**src/rtl/hazard_ctrl.sv**
```systemverilog
// ID-stage hazard controller: load-use and HI/LO interlocks against a multicycle
// MDU, producing PC/IF-ID hold, IF-ID flush, ID-EX bubble and a stall counter.
module hazard_ctrl #(
    parameter int unsigned MD_CYCLES   = 5,
    parameter int unsigned STALL_CNT_W = 32
) (
    input  logic                   clk,
    input  logic                   reset,
    input  logic [4:0]             id_rs,
    input  logic [4:0]             id_rt,
    input  logic                   id_rs_used,
    input  logic                   id_rt_used,
    input  logic                   ex_mem_read,
    input  logic [4:0]             ex_wreg,
    input  logic                   id_md_start,
    input  logic                   id_md_access,
    input  logic                   id_branch_tk,
    output logic                   pc_hold,
    output logic                   ifid_hold,
    output logic                   ifid_flush,
    output logic                   idex_bubble,
    output logic                   md_busy,
    output logic [STALL_CNT_W-1:0] stall_cnt
);

    localparam int unsigned CntW = $clog2(MD_CYCLES) + 1;
    localparam logic [CntW-1:0] CntInit = CntW'(MD_CYCLES - 1);

    typedef enum logic [0:0] {
        StIdle,
        StBusy
    } md_state_e;

    md_state_e              state_q, state_d;
    logic [CntW-1:0]        cnt_q, cnt_d;
    logic [STALL_CNT_W-1:0] stall_cnt_q, stall_cnt_d;

    logic busy;
    logic rs_match;
    logic rt_match;
    logic load_use;
    logic md_stall;
    logic stall;

    assign busy     = (state_q == StBusy);
    assign rs_match = id_rs_used & (id_rs == ex_wreg);
    assign rt_match = id_rt_used & (id_rt == ex_wreg);
    // $0 is hard-wired, so a load targeting it never creates a dependency.
    assign load_use = ex_mem_read & (ex_wreg != 5'd0) & (rs_match | rt_match);
    assign md_stall = id_md_access & busy;
    assign stall    = load_use | md_stall;

    always_comb begin
        state_d = state_q;
        cnt_d   = cnt_q;
        unique case (state_q)
            StIdle: begin
                if (id_md_start && !stall) begin
                    state_d = StBusy;
                    cnt_d   = CntInit;
                end
            end
            StBusy: begin
                if (cnt_q != '0) begin
                    cnt_d = cnt_q - 1'b1;
                end else begin
                    state_d = StIdle;
                end
            end
            default: begin
                state_d = StIdle;
                cnt_d   = '0;
            end
        endcase
    end

    always_comb begin
        stall_cnt_d = stall_cnt_q;
        if (stall && (stall_cnt_q != {STALL_CNT_W{1'b1}})) begin
            stall_cnt_d = stall_cnt_q + 1'b1;
        end
    end

    always_ff @(posedge clk or posedge reset) begin
        if (reset) begin
            state_q     <= StIdle;
            cnt_q       <= '0;
            stall_cnt_q <= '0;
        end else begin
            state_q     <= state_d;
            cnt_q       <= cnt_d;
            stall_cnt_q <= stall_cnt_d;
        end
    end

    // Outputs are gated by reset so they drop immediately on an asynchronous assert.
    assign pc_hold     = stall & ~reset;
    assign ifid_hold   = stall & ~reset;
    assign idex_bubble = stall & ~reset;
    assign ifid_flush  = id_branch_tk & ~stall & ~reset;
    assign md_busy     = busy & ~reset;
    assign stall_cnt   = stall_cnt_q;

endmodule
```
**config.mk**
```make
export PLATFORM = sky130hd
export DESIGN_NAME = hazard_ctrl
export DESIGN_NICKNAME = d
export VERILOG_FILES = /design/src/rtl/hazard_ctrl.sv
export SDC_FILE = /design/constraint.sdc
export NUM_CORES = 1
export LEC_CHECK = 0
export BUFFER_PORTS_ARGS = -buffer_cell sky130_fd_sc_hd__buf_2
export CAP_MARGIN = 15
export CORE_MARGIN = 1.5
export CORE_UTILIZATION = 24
export CTS_CLUSTER_SIZE = 40
export DETAILED_ROUTE_END_ITERATION = 7
export PLACE_DENSITY_LB_ADDON = 0.15
export SLEW_MARGIN = 15
export SYNTH_ARGS = -nofsm -noshare
export SYNTH_HDL_FRONTEND = slang
export SYNTH_SLANG_ARGS = --single-unit
```
**constraint.sdc**
```tcl
create_clock -name clk -period 3.6 [get_ports clk]
set_input_delay 0.18 -clock clk [delete_from_list [all_inputs] [get_ports clk]]
set_output_delay 0.18 -clock clk [all_outputs]
set_load 0.005 [all_outputs]
```
==> run_results.csv <==
group,metric,value,unit
routing,drcViolationCount,0,
routing,routed_wirelength,4760,µm
pwr,power.density,494,nW/µm²
setup_path,worstPathCellList,"nand4_4 > nor3_4 > nand4b_1 > nand3_2 > nor3_1 > xor2_1",
clock_tree,tritoncts,"done",
routing,vias_per_cell,4.43,
clock_tree,clk_latency,0.29,ns
sta,fin_crit,2.11,ns
routing,drt-pass1-iter-count,4,
final_layout,finalNetCount,284,
routing,wl_per_cell,13.1,µm
sta,max_freq,474,MHz
setup_path,worstPathMaxFanout,15,
global_route,grt_max_degree,39,
floorplanning,fp.dieH,96.0,µm
setup_path,cp_slowest_cell,"dfrtp_1",
clock_tree,cts_sinks,37,
routing,num_vias,1613,
setup_path,worstPathRequired,3.76,ns
setup_path,max_stage_delay,0.46,ns
synthesis,ys_warn_count,0,
synthesis,synth_cell_type_count,39,
setup_path,critical_path_class,"reg -> reg",
synthesis,ys_ff_latch,37,
floorplanning,start_util,25.0,%
clock_tree,htree_levels,2,
placed_design,dp_slack,1.46,ns
setup_path,end_kind,"flop",
clock_tree,cts_setup_buffers,0,
synthesis,seq_area_frac_synth,44.6,%
final_layout,drive_above_1_share,33.2,%
floorplanning,die_area,9210,µm²
final_layout,insertedDiodeCount,0,
worst_hold_path,hold_class,"in -> async",
placed_design,gp_congestion,0.713,
floorplanning,die_x,96.0,µm
clock_tree,root_buffer,"clkbuf_8",
sta,grt_setup_unrepaired,"no",
sta,timing.final.crit_share,58.6,%
setup_path,reg2reg_depth,6,
sta,tightest_slew,0.519,ns
floorplanning,placementRows,33,
routing,ant_nets,0,
floorplanning,core,8300,µm²
pwr,ir_drop,0.182,mV
synthesis,netlist_area,2070,µm²
routing,drtIter0Drc,35,
placed_design,dp_hpwl,3580,µm
clock_tree,cts-resized-gates,0,
global_route,first_global_vias,1653,
floorplanning,pin_count,60,
global_route,grt_pass1_wl,8070,µm
synthesis,syn_nets,221,
global_route,grtUsageTotal,11.4,%
clock_tree,clk_pin_slew_worst_paths,0.08,ns
sta,whs,0.0219,ns
sta,setup_ws,1.49,ns
sta,setup_viol,0,
sta,fin_setup_tns,0,ns
final_layout,area_growth,25.6,%
synthesis,postSynthCellCount,195,
sta,slew_headroom,65.1,%
synthesis,synth.avg_cell_area,10.6,µm²
pwr,leakagePower,1.30,nW
flow_run,maxCapViolations,0,
setup_path,cp-start-kind,"flop",
setup_path,critPathArrivalTime,2.27,ns
clock_tree,ctsHoldBuffers,0,
setup_path,startpoint,"stall_cnt[3]",
sta,maxSlewViolCount,0,
global_route,grt_antenna_before_repair,0,
sta,hold_viol,0,
sta,final.setup_skew,0.00604,ns
placed_design,port_buffers,59,
clock_tree,cts_buffers,5,
clock_tree,cts_buffer_depth,2,
setup_path,r2r_start,"stall_cnt[3]",
global_route,grt_overflow,0,
outcome,outcome,"completed",
==> sequential cells by signal (all words and copies together) (netlist names) <==
signal	cells
busy	1
cnt_q	4
stall_cnt	32
==> stage by stage <==
step	instances	power, mW	cell area (µm²)	util (%)
2_1_floorplan	195	0.766	2070	-
3_3_place_gp	356	0.870	2470	29.8
3_5_place_dp	356	0.875	2470	29.8
4_1_cts	364	1.31	2610	31.4
5_1_grt	364	1.38	2610	31.4
6_report	364	1.29	2610	31.4
==> logic make-up (layout without fill, tap and decap cells) <==
logic type	Yosys count	in the layout	share of synthesized area (%)
compound gates	12	12	4.46
xor+xnor	41	41	17.3
fa+ha+maj	3	3	1.81
buf+inv	15	79	3.98
flops	37	37	44.6
mux	1	1	0.543
simple gates	86	86	27.3
==> cell usage in the layout, fill, tap and decap left out, types with 2 or more instances in the layout <==
master / netlist / layout
nor2b_1: 4 / 4
nand2_1: 17 / 17
o22a_1: 2 / 2
and3_1: 4 / 4
dfrtp_1: 37 / 37
nor3_1: 12 / 12
xor2_1: 24 / 24
or3_1: 2 / 2
o21ai_0: 4 / 4
nor2_1: 9 / 9
buf_2: 0 / 59
nor4b_2: 2 / 2
ha_1: 3 / 3
nand4_1: 5 / 5
nor3b_1: 2 / 2
bufinv_16: 0 / 2
nor4_2: 2 / 2
buf_4: 3 / 2
and4_1: 3 / 3
nor3_2: 4 / 4
nor4_1: 2 / 2
nand3_1: 6 / 6
inv_1: 10 / 10
xnor2_1: 17 / 17
and2_1: 3 / 3
clkbuf_8: 0 / 5
nand3_2: 2 / 2
==> layout make-up <==
class                   count  area (µm²)
multi-input cells         143        1070
repair buffers             61         310
inverters                  10        37.5
flip-flops and latches     37         926
clock inverters             3        65.1
clock buffers               5        68.8
fillers                   890        5690
well taps                 105         131
==> path summary, 6_finish.rpt <==
path	endpoint	slack [ns]
worst min register to register	stall_cnt[30]	0.49
worst max-delay path	stall_cnt[27]	1.49
worst min-delay path	cnt_q[1]	0.02
max in group asynchronous	stall_cnt[10]	3.24
min in group clk	busy	0.43
worst max register to register	stall_cnt[27]	1.49
==> layer usage <==
metal,vias to the layer above,global-route usage (%),share of wire [%]
met2,49,18.0,45
met1,761,15.0,47
li1,797,-,-
met4,0,4.04,1.6
met5,-,0,0
met3,6,3.08,5.6
==> synthesized netlist by cell type (all sizes together) <==
cell type / instances / share of area [%]
buf: 5 / 2.2
mux2: 1 / 0.54
nand4: 7 / 3.1
nand4b: 1 / 0.42
a31oi: 1 / 0.30
or4: 1 / 0.36
o221ai: 1 / 0.42
dfrtp: 37 / 45
a21oi: 1 / 0.24
nand3: 9 / 3.3
and3: 4 / 1.2
nor3b: 3 / 1.3
xor2: 24 / 10
o21a: 1 / 0.36
nor4b: 2 / 1.4
o22a: 2 / 0.84
nor4: 4 / 1.8
ha: 3 / 1.8
inv: 10 / 1.8
or3: 2 / 0.60
nor2b: 4 / 1.2
nor3: 17 / 5.6
nor2: 9 / 1.6
o21ai: 5 / 1.4
nand2: 17 / 3.1
xnor2: 17 / 7.2
and4: 3 / 1.3
o21bai: 1 / 0.90
and2: 3 / 0.90
==> report_power, final <==
group          internal [mW]  total (mW)  switching, mW
Combinational          0.139       0.308          0.169
Sequential             0.477       0.551         0.0739
Clock                  0.275       0.427          0.151
==> critical path: cells and delay by family (launching register included) <==
kind,cells,cell delay (ns)
xor+xnor,1,0.16
flops,1,0.46
simple gates,5,1.34
(Power assumes the default switching activity.)
